File: src/rtl/regfile_pkg.sv
// regfile_pkg: shared register-file constants and address-width helper
package regfile_pkg;
  localparam int DEF_WORD_LENGTH = 32;
  localparam int DEF_NREGS = 32;
  localparam int GROUP_SIZE = 8;
  localparam int GROUP_BITS = 3;
  function automatic int CeilLog2(input int n);
    int r = 0;
    while ((1 << r) < n) r++;
    return r;
  endfunction
endpackage

File: src/rtl/regfile_read_port_if.sv
// regfile_read_port_if: read request / response handshake bundle
interface regfile_read_port_if import regfile_pkg::*; #(
  parameter int WORD_LENGTH = DEF_WORD_LENGTH,
  parameter int NREGS = DEF_NREGS
);
  localparam int NBITS = CeilLog2(NREGS);
  logic                   Rd_Valid;
  logic                   Rd_Ready;
  logic [NBITS-1:0]       Rd_Address;
  logic                   Rsp_Valid;
  logic                   Rsp_Ready;
  logic [WORD_LENGTH-1:0] Rsp_Data;
  logic [NBITS-1:0]       Rsp_Address;
  modport master (output Rd_Valid, Rd_Address, Rsp_Ready, input Rd_Ready, Rsp_Valid, Rsp_Data, Rsp_Address);
  modport slave  (input Rd_Valid, Rd_Address, Rsp_Ready, output Rd_Ready, Rsp_Valid, Rsp_Data, Rsp_Address);
endinterface

File: src/rtl/regfile_mux8.sv
// regfile_mux8: combinational 8:1 word select
module regfile_mux8 import regfile_pkg::*; #(
  parameter int WORD_LENGTH = DEF_WORD_LENGTH
) (
  input  logic [GROUP_SIZE-1:0][WORD_LENGTH-1:0] words,
  input  logic [GROUP_BITS-1:0]                  sel,
  output logic [WORD_LENGTH-1:0]                 y
);
  // Pick one word of the group
  always_comb y = words[sel];
endmodule

File: src/rtl/regfile_read_port.sv
// regfile_read_port: two-stage pipelined register read with valid/ready; optional WRITE_BYPASS_EN forwards a same-edge write
module regfile_read_port import regfile_pkg::*; #(
  parameter int WORD_LENGTH = DEF_WORD_LENGTH,
  parameter int NREGS = DEF_NREGS,
  parameter int ZERO_REG = 1,
  localparam int NBITS = CeilLog2(NREGS)
) (
  input logic                         clk,
  input logic                         reset,
  regfile_read_port_if.slave          bus,
  input logic [NREGS*WORD_LENGTH-1:0] Reg_Data
`ifdef WRITE_BYPASS_EN
  ,input logic                   Wr_Enable
  ,input logic [NBITS-1:0]       Wr_Address
  ,input logic [WORD_LENGTH-1:0] Wr_Data
`endif
);
  typedef logic [WORD_LENGTH-1:0] word_t;
  word_t [NREGS-1:0] regs;
  word_t [GROUP_SIZE-1:0] cap_words, s1_words_q, s1_words_d;
  logic [NBITS-1:0] grp_base, s1_addr_q, s1_addr_d, rsp_addr_q, rsp_addr_d;
  logic s1_valid_q, s1_valid_d, rsp_valid_q, rsp_valid_d;
  logic s2_free, s1_move, rd_ready, accept;
  word_t s2_word, rsp_data_q, rsp_data_d;
  assign regs = Reg_Data;
  assign grp_base = bus.Rd_Address & ~NBITS'(GROUP_SIZE - 1);
  // Snapshot the addressed group; forwarding then the zero register override the requested word
  always_comb begin
    cap_words = '0;
    for (int i = 0; i < GROUP_SIZE; i++) cap_words[i] = regs[grp_base | NBITS'(i)];
`ifdef WRITE_BYPASS_EN
    if (Wr_Enable && Wr_Address == bus.Rd_Address) cap_words[bus.Rd_Address[GROUP_BITS-1:0]] = Wr_Data;
`endif
    if (ZERO_REG != 0 && bus.Rd_Address == '0) cap_words[0] = '0;
  end
  regfile_mux8 #(.WORD_LENGTH(WORD_LENGTH)) u_mux (
    .words(s1_words_q),
    .sel  (s1_addr_q[GROUP_BITS-1:0]),
    .y    (s2_word)
  );
  // Handshake and pipeline advance: S1 refills whenever it is empty or draining into S2
  always_comb begin
    s2_free = !rsp_valid_q || bus.Rsp_Ready;
    s1_move = s1_valid_q && s2_free;
    rd_ready = !s1_valid_q || s2_free;
    accept = bus.Rd_Valid && rd_ready;
    s1_valid_d = accept || (s1_valid_q && !s1_move);
    s1_words_d = accept ? cap_words : s1_words_q;
    s1_addr_d = accept ? bus.Rd_Address : s1_addr_q;
    rsp_valid_d = s1_move || (rsp_valid_q && !bus.Rsp_Ready);
    rsp_data_d = s1_move ? s2_word : rsp_data_q;
    rsp_addr_d = s1_move ? s1_addr_q : rsp_addr_q;
  end
  // Valid flags and response registers, cleared by reset
  always_ff @(posedge clk) begin
    if (!reset) begin
      s1_valid_q <= 1'b0;
      rsp_valid_q <= 1'b0;
      rsp_data_q <= '0;
      rsp_addr_q <= '0;
    end else begin
      s1_valid_q <= s1_valid_d;
      rsp_valid_q <= rsp_valid_d;
      rsp_data_q <= rsp_data_d;
      rsp_addr_q <= rsp_addr_d;
    end
  end
  // S1 payload is qualified by s1_valid_q and needs no reset
  always_ff @(posedge clk) begin
    s1_words_q <= s1_words_d;
    s1_addr_q <= s1_addr_d;
  end
  assign bus.Rd_Ready = rd_ready;
  assign bus.Rsp_Valid = rsp_valid_q;
  assign bus.Rsp_Data = rsp_data_q;
  assign bus.Rsp_Address = rsp_addr_q;
endmodule

File: src/flat_wrapper.sv
// flat-port wrapper written by rule: the top's interface ports become plain ports
module regfile_read_port_flat import regfile_pkg::*;
#(
  parameter int WORD_LENGTH = DEF_WORD_LENGTH,
  parameter int NREGS = DEF_NREGS,
  parameter int ZERO_REG = 1,
  localparam int NBITS = CeilLog2(NREGS)
)
  (clk, reset, Reg_Data, bus_Rd_Valid, bus_Rd_Address, bus_Rsp_Ready, bus_Rd_Ready, bus_Rsp_Valid, bus_Rsp_Data, bus_Rsp_Address);
  regfile_read_port_if #(.WORD_LENGTH(WORD_LENGTH), .NREGS(NREGS)) bus_i ();
  input logic clk;
  input logic reset;
  input logic [NREGS*WORD_LENGTH-1:0] Reg_Data;
  input wire logic [$bits(bus_i.Rd_Valid)-1:0] bus_Rd_Valid;
  input wire logic [$bits(bus_i.Rd_Address)-1:0] bus_Rd_Address;
  input wire logic [$bits(bus_i.Rsp_Ready)-1:0] bus_Rsp_Ready;
  output wire logic [$bits(bus_i.Rd_Ready)-1:0] bus_Rd_Ready;
  output wire logic [$bits(bus_i.Rsp_Valid)-1:0] bus_Rsp_Valid;
  output wire logic [$bits(bus_i.Rsp_Data)-1:0] bus_Rsp_Data;
  output wire logic [$bits(bus_i.Rsp_Address)-1:0] bus_Rsp_Address;
  assign bus_i.Rd_Valid = bus_Rd_Valid;
  assign bus_i.Rd_Address = bus_Rd_Address;
  assign bus_i.Rsp_Ready = bus_Rsp_Ready;
  assign bus_Rd_Ready = bus_i.Rd_Ready;
  assign bus_Rsp_Valid = bus_i.Rsp_Valid;
  assign bus_Rsp_Data = bus_i.Rsp_Data;
  assign bus_Rsp_Address = bus_i.Rsp_Address;
  regfile_read_port #(.WORD_LENGTH(WORD_LENGTH), .NREGS(NREGS), .ZERO_REG(ZERO_REG)) u_core (.clk(clk), .reset(reset), .bus(bus_i), .Reg_Data(Reg_Data));
endmodule
File: config.mk
export PLATFORM = sky130hd
export DESIGN_NAME = regfile_read_port_flat
export DESIGN_NICKNAME = d
export VERILOG_FILES = /design/src/rtl/regfile_pkg.sv /design/src/rtl/regfile_read_port_if.sv /design/src/rtl/regfile_mux8.sv /design/src/rtl/regfile_read_port.sv /design/src/flat_wrapper.sv
export SDC_FILE = /design/constraint.sdc
export NUM_CORES = 1
export LEC_CHECK = 0
export ABC_CLOCK_PERIOD_IN_PS = 10100
export CAP_MARGIN = 30
export CORE_AREA = 10 10 411 413
export DETAILED_ROUTE_END_ITERATION = 6
export DIE_AREA = 0 0 421 423
export PLACE_DENSITY_LB_ADDON = 0.1
export REMOVE_ABC_BUFFERS = 1
export SETUP_SLACK_MARGIN = 0.4
export SYNTH_ARGS = -nofsm -noshare
export SYNTH_HDL_FRONTEND = slang
export SYNTH_SLANG_ARGS = --single-unit
File: constraint.sdc
create_clock -name clk -period 10.1 [get_ports clk]
set_input_delay 2.02 -clock clk [delete_from_list [all_inputs] [get_ports clk]]
set_output_delay 2.02 -clock clk [all_outputs]
set_load 0.02 [all_outputs]
# Yosys cells after proc, flatten, opt, wreduce, memory -nomap -nowiden
# Index checks and enable logic that the tools add are counted.
[totals] register_bits=300 output_inout_bits=39 elab_cells=53
[classes] magnitude_cmp=9 mux=18 reduce_logical=13
[ops] op="$bmux 32 s2" n=8
[ops] op="$mux 32" n=9
[ops] op="$bmux 32 s3" n=1
[ops] op="$lt 5x6->1 const B" n=8
[ops] op="$logic_not 5->1" n=1
[ops] op="$logic_and 1x1->1" n=4
[ops] op="$logic_not 1->1" n=4
[ops] op="$logic_or 1x1->1" n=4
[ops] op="$lt 3x4->1 const B" n=1

# Logic depth before layout (Yosys ltp)
# Gate-level depths: netlist of run 1.
[depth] ltp_word=6 mapped_depth=7

# Modules after synthesis
# From an unflattened synthesis of run 1, not the netlist that was laid out.
[unflattened] cells_unflattened=904 area_unflattened_um2=17807.1
[by_module_without_submodules] mod="regfile_read_port" n_inst=1 cells_per_inst=790 area_per_inst_um2=15733.8 seq_area_each_um2=8618.3
[by_module_without_submodules] mod="regfile_mux8" n_inst=1 cells_per_inst=114 area_per_inst_um2=2073.2 seq_area_each_um2=0.0

# Worst setup path after synthesis of run 1
# Ideal clock, no wire load.
[synth_path] path_kind="input port to flip-flop" from="in bus_Rsp_Ready" to="reg u_core.s1_addr_q[0] (enable)" arrival_ns=8.251 required_ns=9.445 slack_ns=1.194 cell_stages=3 path_buffers=0 path_cell_list="nor2b_1 nand2_1 and2_1"
[synth_via] elab_chain_len=3
[synth_rtl] element="start: declaration" line_no="flat_wrapper.sv:16" rtl="input wire logic [$bits(bus_i.Rsp_Ready)-1:0] bus_Rsp_Ready;"
[synth_rtl] element="$logic_or 1x1->1" line_no="regfile_read_port.sv:43" rtl="s2_free = !rsp_valid_q || bus.Rsp_Ready;"
[synth_rtl] element="$logic_or 1x1->1" line_no="regfile_read_port.sv:45" rtl="rd_ready = !s1_valid_q || s2_free;"
[synth_rtl] element="via bus_Rd_Ready" line_no="flat_wrapper.sv:17" rtl="output wire logic [$bits(bus_i.Rd_Ready)-1:0] bus_Rd_Ready;"
[synth_rtl] element="$logic_and 1x1->1" line_no="regfile_read_port.sv:46" rtl="accept = bus.Rd_Valid && rd_ready;"
[synth_rtl] element="via u_core.accept" line_no="regfile_read_port.sv:23" rtl="logic s2_free, s1_move, rd_ready, accept;"
[synth_rtl] element="end signal: assignment" line_no="regfile_read_port.sv:71" rtl="s1_addr_q <= s1_addr_d;"
[synth_rtl] element="end: declaration" line_no="regfile_read_port.sv:21" rtl="logic [NBITS-1:0] grp_base, s1_addr_q, s1_addr_d, rsp_addr_q, rsp_addr_d;"
# The timed path passes the listed nets, and every way through them passes these cells.
# A chain may end at the register's enable or synchronous reset.

# Worst setup path after layout of run 1
[layout_path] from="in bus_Rsp_Ready" to="out bus_Rd_Ready"
[layout_via] elab_chain_len=2
[layout_rtl] element="$logic_or 1x1->1" line_no="regfile_read_port.sv:43"
[layout_rtl] element="$logic_or 1x1->1" line_no="regfile_read_port.sv:45"
[layout_rtl] element="end: declaration" line_no="flat_wrapper.sv:17"
# Every way passes these cells.

==> results of run 1 <==
==> layout make-up <==
type                    instances  area [µm²]  area share [%]
clock buffers                  71        1330            4.12
clock inverters                13         123           0.381
well taps                    2160        2700            8.41
multi-input cells             605        8380            26.1
diodes                         13        32.5           0.101
repair buffers               1090       11000            34.1
flip-flops and latches        300        8620            26.8
==> stage by stage <==
step                setup WS (ns)  util, %  hold slack (ns)  power (mW)  cell area (µm²)
floorplan                    1.19        -            0.496        1.85            17000
global placement             4.41     19.1            0.454        2.47            30600
detailed placement           4.52     19.1            0.465        2.48            30600
CTS                          4.52     20.0            0.474        4.14            32100
global route                 4.35     20.1            0.495        4.23            32200
finish                       4.53     20.1            0.468        4.02            32200
==> layer usage <==
layer / up-vias / global-route usage (%) / wire length, µm / share of wire, %
li1: 6431 / - / - / -
met1: 7610 / 13.9 / 44700 / 39
met2: 515 / 23.1 / 62300 / 54
met3: 88 / 3.25 / 6350 / 5.5
met4: 18 / 2.57 / 1380 / 1.2
met5: - / 0 / 121 / 0.11
==> state kept, by name (all words and copies together) (netlist names) <==
signal and cells:
u_core.s1_valid_q 1, u_core.s1_words_q 256, u_core.bus.Rsp_Data 32, u_core.s1_addr_q 5
u_core.bus.Rsp_Address 5, u_core.bus.Rsp_Valid 1
==> synth_stat cells (2+ instances only) <==
cell type	instances
edfxtp_1	261
mux4_2	256
mux2i_1	128
a22oi_1	64
buf_4	40
dfxtp_1	39
nor2b_1	37
buf_2	36
a21oi_1	33
nor2_1	33
o21ai_0	32
clkbuf_1	24
nand2_1	11
a21boi_0	5
and2_1	2
buf_6	2
==> power by group through the flow <==
| stage | registers (mW) | logic [mW] | clock network, mW |
|---|---|---|---|
| final | 1.51 | 0.917 | 1.59 |
| after global routing | 1.52 | 0.984 | 1.73 |
| after CTS | 1.51 | 0.945 | 1.68 |
| after detailed placement | 1.54 | 0.940 | 0 |
| after global placement | 1.54 | 0.932 | 0 |
| after floorplan | 1.56 | 0.291 | 0 |
==> cells by family after synthesis <==
| kind of cell | after synthesis | share of synthesized area [%] |
|---|---|---|
| buffers and inverters | 103 | 3.40 |
| muxes | 384 | 40.2 |
| AOI/OAI and AO/OA | 135 | 4.85 |
| and+or+nand+nor | 86 | 2.50 |
| DFF | 300 | 49.1 |
==> tightest hold or removal path, cell delays in order, from the launching register on <==
cell and delay, ns:
dfxtp_1 0.31, nand2_1 0.05, a21boi_0 0.06
==> how the worst max path moves through the flow <==
| stage | endpoint | start | slack [ns] | depth (start not counted) |
|---|---|---|---|---|
| 2_1_floorplan | u_core.s1_addr_q[0]$_DFFE_PP_ | bus_Rsp_Ready | 1.19 | 3 |
| 3_3_place_gp | bus_Rd_Ready | bus_Rsp_Ready | 4.41 | 4 |
| 3_5_place_dp | bus_Rd_Ready | bus_Rsp_Ready | 4.52 | 4 |
| 4_1_cts | bus_Rd_Ready | bus_Rsp_Ready | 4.52 | 4 |
| 5_1_grt | bus_Rd_Ready | bus_Rsp_Ready | 4.35 | 4 |
| 6_report | bus_Rd_Ready | bus_Rsp_Ready | 4.53 | 4 |
==> run summary, run 1 <==
Htree depth: 2
Avg WL per Cell: 27.0 µm
Hold path endpoint: u_core.bus.Rsp_Address[4]$_SDFFE_PN0P_
Total Routing Usage GR: 12.3%
Area grow syn2layout: 83.2%
Startpoint types: primary input
PortBufs: 1071
Die ar.: 178000 µm²
Synth area leader: edfxtp_1
Hold path depth: 2
Final Hold Violating Endpoints: 0
R2R Setup Slk: 7.40 ns
GPL Wtd Cong: 0.791
Clk_skew: 0.0326 ns
Synth top area cells: edfxtp_1 (45%), mux4_2 (33%), mux2i_1 (7.3%)
Async SR Flop Fraction: 0%
Total clock sinks: 300
Num CTS Buffers: 46
GRT overflow: 0
Max-cap violations: 0
Buf/Inv on CP: 2
Final setup fails: 0
Fin nets: 3076
Post-route ant nets: 0
Critical path capture point type: output pin
Die H: 423 µm
Drt first pass iters: 4
Clk_lat worst skew: 0.61 ns
Pwr/cell area: 125 nW/µm²
Largest net degree at the start of global routing: 125
Crit path top cell by count: clkdlybuf4s50_1
Yosys Warn Count: 0
Drt drc: 0
Reg clk slew, reported paths: 0.06 ns
Highest clock rate: 0.179 GHz
Inst Count DP: 4153
Sequential share of power: 37.6%
Final WL: 115000 µm
Core ar.: 160000 µm²
Final std cells w/o fill: 4252
FF-to-FF Start: u_core.bus.Rsp_Valid$_SDFF_PN0_
RSZ-0062 raised after global routing: false
Most common cell after layout, fill and taps aside: clkdlybuf4s50_1
Switch Pwr: 1.01 mW
CP peak stage delay: 0.59 ns
TNS Setup: 0 ns
Required time of the critical path: 8.08 ns
Slew @ Worst Pin: 1.06 ns
R2R depth: 6
Via density: 3.45
CP arrival: 3.55 ns
VDD IR-drop max: 0.0781 mV
CP cell instances: clkdlybuf4s50_1, nor2b_1, nand2_1, clkdlybuf4s50_1
# IOs: 1072
Initial antenna violation count: 29
First-pass GRT wire length: 153000 µm
Starting density of the core: 11.0%
Sequential fraction of the synthesis area: 49.1%
Post-synth cell types: 21
Post-synth top area share: 44.7%
CTS resizes: 0
Via count: 14700
Clock Path Buffers: 3
Crit Path Max Fanout: 5
Clock power share: 39.6%
Hold Path Class: flip-flop to flip-flop
FILL cells: 17200
Leakage: 10.7 nW
Crit Path Class: primary input to output pin
TritonCTS clock tree: done
Status: completed
Crit-path slowest cell: clkdlybuf4s50_1
R2r endpoint: u_core.s1_words_q[122]$_DFFE_PP_
Share of power burned in combinational logic: 22.8%
Layout cell share with drive strength beyond 1: 16.8%
Syn Inst Count: 1008
Crit share post-route: 55.2%
Vias in the first global route: 17000
Hold_sp: u_core.bus.Rsp_Address[4]$_SDFFE_PN0P_
CTS hold repair buffers: 0
Switch share: 25.0%
Clk root buf: clkbuf_16
Post-synthesis register bit count: 300
Post-CTS Setup Bufs: 0
Most used DFF post-synth: edfxtp_1
Initial DRC Count: 655
Mapped Avg Cell Area: 17.4 µm²
Std cell rows: 147
CP top delay family: buffers and inverters
Post-Syn Area: 17600 µm²
Die W: 421 µm
Pint: 3.01 mW
Most frequent cells in the layout: clkdlybuf4s50_1 (1068), edfxtp_1 (261), mux4_2 (256)
Slew HR: 29.5%
Min Tclk post-route: 5.57 ns
EDFF count, synth: 261
Hpwl dp: 91300 µm
Slew Viols, Final: 0
Note: power is estimated with default switching activity, not from simulation.
==> run 2, diff against run 1 <==
- ABC_CLOCK_PERIOD_IN_PS: 10100 -> 5700
- clock period: 10.1 -> 5.7 ns (I/O delays scaled with it)
==> run 2 against run 1 <==
Via count down 0.72%. Register-to-register slack worse by 4.2 ns. Sequential cell count unchanged. First-iteration DRC count down 0.76%. Worst hold slack worse by 0.0056 ns. Final cell count up 0.14%. Power up 73%. Routed wire length down 1.5%. Count of clock-buffer cells in the layout down 13. Utilization about the same. Cell area down 0.13%. Die area unchanged. Critical endpoint unchanged. Largest cell class unchanged. Largest power group is now sequential cells.
==> run summary, run 2 (synthesis results as in run 1) <==
Status: completed
Drt drc: 0
Initial antenna violation count: 18
FF-to-FF Start: u_core.s1_addr_q[2]$_DFFE_PP_
Uppermost layer routed: met5
Clk root buf: clkbuf_16
Drt first pass iters: 5
First-pass GRT wire length: 151000 µm
Via density: 3.42
Final Cell Area: 32100 µm²
Slew Viols, Final: 0
Clock power share: 37.9%
Hold Path Class: flip-flop to flip-flop
RSZ-0062 raised after global routing: false
Clk_lat worst skew: 0.58 ns
Die H: 423 µm
Layout cell share with drive strength beyond 1: 17.1%
Total clock sinks: 300
Crit share post-route: 67.4%
Crit Path Max Fanout: 5
Clock Path Buffers: 3
Std cell rows: 147
Slew @ Worst Pin: 1.01 ns
Pwr/cell area: 216 nW/µm²
Max-cap violations: 0
Largest net degree at the start of global routing: 117
CTS resizes: 0
VDD IR-drop max: 0.133 mV
Vias in the first global route: 16900
Hold_sp: u_core.bus.Rsp_Address[4]$_SDFFE_PN0P_
Met3 routed WL: 6600 µm
Max FFs per register: 256
Initial DRC Count: 650
Most common cell after layout, fill and taps aside: clkdlybuf4s50_1
Hpwl dp: 92200 µm
TNS Setup: 0 ns
Layout Utilization: 20.0%
# IOs: 1072
Slew HR: 32.9%
Clk_skew: 0.0157 ns
PortBufs: 1071
Htree depth: 2
Area grow syn2layout: 83.0%
Post-CTS Setup Bufs: 0
Critical path capture point type: output pin
Register bank with the most flops: u_core.s1_words_q
Starting density of the core: 11.0%
Die W: 421 µm
CTS hold repair buffers: 0
Pint: 5.23 mW
Min Tclk post-route: 3.84 ns
GPL Wtd Cong: 0.757
Sequential share of power: 38.4%
Total Power: 6.95 mW
TritonCTS clock tree: done
Crit Path Class: primary input to output pin
Met2 routed WL: 60500 µm
Avg WL per Cell: 26.6 µm
Post-route ant nets: 0
Via count: 14600
Required time of the critical path: 4.56 ns
Core ar.: 160000 µm²
Switch share: 24.8%
Leakage: 10.7 nW
Fin nets: 3083
Switch Pwr: 1.72 mW
Area post-placement: 30700 µm²
Critical Path Start: bus_Rsp_Ready
Highest clock rate: 0.260 GHz
Wl on met1: 43900 µm
Final WL: 113000 µm
Die ar.: 178000 µm²
Most frequent cells in the layout: clkdlybuf4s50_1 (1068), edfxtp_1 (261), mux4_2 (256)
Startpoint types: primary input
Final setup fails: 0
Reg clk slew, reported paths: 0.05 ns
Final Hold Violating Endpoints: 0
GRT overflow: 0
CP arrival: 2.70 ns
Share of power burned in combinational logic: 23.7%
Total Routing Usage GR: 12.2%
Num CTS Buffers: 43
## run 2: cell types whose count changed in the layout (fill, tap and decap cells not counted), moves of 4 or more
cell | before | now
buf_4 | 13 | 23
clkbuf_1 | 18 | 11
clkbuf_16 | 47 | 43
clkinv_1 | 3 | 7
clkinv_2 | 5 | 9
## run 2: worst max-delay path, cell delays in order
cell and delay, ns:
clkdlybuf4s50_1 0.44, nor2b_1 0.39, nand2_1 0.15, clkdlybuf4s50_1 0.58
## run 2: path summary, 6_finish.rpt
path                                                 end  slack, ns  cells after the start
setup reg to reg    u_core.bus.Rsp_Data[11]$_SDFFE_PN0P_       3.23                      5
hold reg to reg   u_core.bus.Rsp_Address[4]$_SDFFE_PN0P_       0.46                      2
hold / removal    u_core.bus.Rsp_Address[4]$_SDFFE_PN0P_       0.46                      2
setup / recovery                            bus_Rd_Ready       1.86                      4
## run 2: per-stage QoR
step / instances / hold slack [ns] / setup slack, ns
2_1_floorplan: 905 / 0.496 / -2.33
6_report: 4258 / 0.463 / 1.86
5_1_grt: 4253 / 0.492 / 1.72
3_5_place_dp: 4165 / 0.459 / 1.81
4_1_cts: 4243 / 0.467 / 1.80
3_3_place_gp: 4165 / 0.454 / 1.80
## run 2: routing by layer
| layer | vias to the layer above | GRT usage, % |
|---|---|---|
| met4 | 6 | 2.89 |
| met3 | 90 | 3.37 |
| li1 | 6446 | - |
| met1 | 7495 | 13.8 |
| met5 | - | 0 |
| met2 | 519 | 22.4 |
## run 2: cell type report
type	instances	area [µm²]
multi-input cells	605	8380
clock inverters	20	170
clock buffers	58	1170
diodes	15	37.5
repair buffers	1100	11000
fillers	17200	128000
well taps	2160	2700
flip-flops and latches	300	8620
## run 2: power groups by stage
stage / Sequential (mW) / Combinational (mW) / Clock [mW]
after floorplan: 2.76 / 0.516 / 0
after global placement: 2.72 / 1.68 / 0
after detailed placement: 2.72 / 1.69 / 0
after CTS: 2.67 / 1.70 / 2.79
after global routing: 2.69 / 1.77 / 2.89
final: 2.67 / 1.64 / 2.63
==> run 3, diff against run 2 <==
- ABC_CLOCK_PERIOD_IN_PS: 5700 -> 3200
- CORE_AREA: 10 10 411 413 -> 10 10 410 412
- DIE_AREA: 0 0 421 423 -> 0 0 420 422
- clock period: 5.7 -> 3.2 ns (I/O delays scaled with it)
==> run 3 against run 2 <==
Sequential cell count unchanged. Worst setup slack worse by 1.2 ns. Sequential power up 78%. Power up 79%. Die area down 0.47%. Sequential share of layout area down 0.30 points. Combinational power up 85%. Clock skew up 0.0079 ns. Global-route usage up 0.66 points. Register-to-register slack worse by 2.1 ns. Final cell count down 0.99%. First-iteration DRC count up 8.2%. Critical endpoint unchanged. Highest routed layer unchanged.
==> run summary, run 3 (synthesis results as in run 1) <==
Status: completed
Crit Path Class: primary input to output pin
Crit-path slowest cell: clkdlybuf4s50_1
Pwr/cell area: 383 nW/µm²
Slew Viols, Final: 0
First-pass GRT wire length: 156000 µm
Critical path capture point type: output pin
Crit path top cell by count: clkdlybuf4s50_1
Critical Path Start: bus_Rsp_Ready
Reg clk slew, reported paths: 0.05 ns
Core ar.: 160000 µm²
Clk_skew: 0.0237 ns
Max FFs per register: 256
Switch share: 24.4%
Post-route ant nets: 0
Max-cap violations: 0
Fin nets: 3123
Clk_lat worst skew: 0.58 ns
RSZ-0062 raised after global routing: false
Die ar.: 177000 µm²
Required time of the critical path: 2.56 ns
Final Hold Violating Endpoints: 0
Most common cell after layout, fill and taps aside: clkdlybuf4s50_1
CTS hold repair buffers: 0
Highest clock rate: 0.388 GHz
Avg WL per Cell: 28.0 µm
R2r endpoint: u_core.bus.Rsp_Data[29]$_SDFFE_PN0P_
Uppermost layer routed: met5
Hold Path Class: flip-flop to flip-flop
Crit share post-route: 80.5%
Register bank with the most flops: u_core.s1_words_q
Leakage: 10.9 nW
Total Routing Usage GR: 12.8%
CP cell instances: clkdlybuf4s50_1, nor2b_1, nand2_1, clkdlybuf4s50_1
Drt first pass iters: 4
R2R Setup Slk: 1.15 ns
Final WL: 118000 µm
Final setup fails: 0
Met3 routed WL: 7230 µm
Total Power: 12.4 mW
Htree depth: 2
Via density: 3.52
Vias in the first global route: 17200
VDD IR-drop max: 0.258 mV
CTS resizes: 0
Clock Path Buffers: 3
GRT overflow: 0
GPL Wtd Cong: 0.833
Met2 routed WL: 62600 µm
TritonCTS clock tree: done
Switch Pwr: 3.03 mW
TNS Setup: 0 ns
Die W: 420 µm
Drt drc: 0
Startpoint types: primary input
Std cell rows: 147
Starting density of the core: 11.0%
PortBufs: 1071
FF-to-FF Start: u_core.s1_addr_q[1]$_DFFE_PP_
Worst Setup EP: bus_Rd_Ready
Pint: 9.40 mW
Share of power burned in combinational logic: 24.5%
Via count: 14800
Hpwl dp: 99000 µm
Slew HR: 49.6%
R2R depth: 5
Largest net degree at the start of global routing: 66
Crit Path Max Fanout: 2
Layout cell share with drive strength beyond 1: 18.8%
Post-CTS Setup Bufs: 0
Die H: 422 µm
Num CTS Buffers: 40
Area grow syn2layout: 85.1%
Initial DRC Count: 703
CP peak stage delay: 0.64 ns
Clk root buf: clkbuf_16
Most frequent cells in the layout: clkdlybuf4s50_1 (1068), edfxtp_1 (261), mux4_2 (256)
Sequential share of power: 38.3%
# IOs: 1072
Slew @ Worst Pin: 0.756 ns
Wl on met1: 45400 µm
CP arrival: 1.93 ns
Clock power share: 37.2%
Min Tclk post-route: 2.57 ns
Initial antenna violation count: 34
Total clock sinks: 300
-- run 3: power by group through the flow --
| stage | registers (mW) | logic, mW | clock network (mW) |
|---|---|---|---|
| 6_report | 4.76 | 3.04 | 4.62 |
| 5_1_grt | 4.80 | 3.26 | 5.01 |
| 4_1_cts | 4.77 | 3.14 | 4.86 |
| 3_5_place_dp | 4.85 | 3.12 | 0 |
| 3_3_place_gp | 4.85 | 3.11 | 0 |
| 2_1_floorplan | 4.91 | 0.920 | 0 |
-- run 3: area by class of cell --
type | count | area [µm²]
Fill cell | 17100 | 127000
Timing Repair Buffer | 1143 | 11500
Sequential cell | 300 | 8620
Multi-Input combinational cell | 605 | 8380
Tap cell | 2086 | 2610
Clock buffer | 56 | 1150
Clock inverter | 15 | 173
Antenna cell | 11 | 27.5
-- run 3: through the flow --
| stage | util, % | hold WS [ns] | area [µm²] | instances | worst slack, ns |
|---|---|---|---|---|---|
| floorplan | - | 0.496 | 17000 | 905 | -4.33 |
| global placement | 19.5 | 0.463 | 31100 | 4134 | 0.491 |
| detailed placement | 19.5 | 0.461 | 31100 | 4134 | 0.597 |
| CTS | 20.3 | 0.469 | 32400 | 4205 | 0.597 |
| global route | 20.3 | 0.506 | 32500 | 4214 | 0.573 |
| finish | 20.3 | 0.466 | 32500 | 4216 | 0.625 |
-- run 3: worst min-delay path by stage --
| stage | start | end | slack (ns) | depth (start not counted) |
|---|---|---|---|---|
| after CTS | u_core.bus.Rsp_Address[1]$_SDFFE_PN0P_ | u_core.bus.Rsp_Address[1]$_SDFFE_PN0P_ | 0.47 | 2 |
| after global placement | u_core.bus.Rsp_Address[1]$_SDFFE_PN0P_ | u_core.bus.Rsp_Address[1]$_SDFFE_PN0P_ | 0.46 | 2 |
| after detailed placement | u_core.bus.Rsp_Address[1]$_SDFFE_PN0P_ | u_core.bus.Rsp_Address[1]$_SDFFE_PN0P_ | 0.46 | 2 |
| after floorplan | u_core.s1_addr_q[3]$_DFFE_PP_ | u_core.bus.Rsp_Address[3]$_SDFFE_PN0P_ | 0.50 | 2 |
| after global routing | u_core.bus.Rsp_Address[1]$_SDFFE_PN0P_ | u_core.bus.Rsp_Address[1]$_SDFFE_PN0P_ | 0.51 | 2 |
| final | u_core.bus.Rsp_Address[1]$_SDFFE_PN0P_ | u_core.bus.Rsp_Address[1]$_SDFFE_PN0P_ | 0.47 | 2 |
-- run 3: metal layers --
metal	GRT usage, %	vias up
li1	-	6518
met1	14.4	7596
met2	23.5	584
met3	3.46	112
met4	3.39	14
met5	0	-
-- run 3: critical path: cells and delay by family --
kind	cells	cell delay (ns)
buf+inv	2	1.11
simple gates	2	0.19
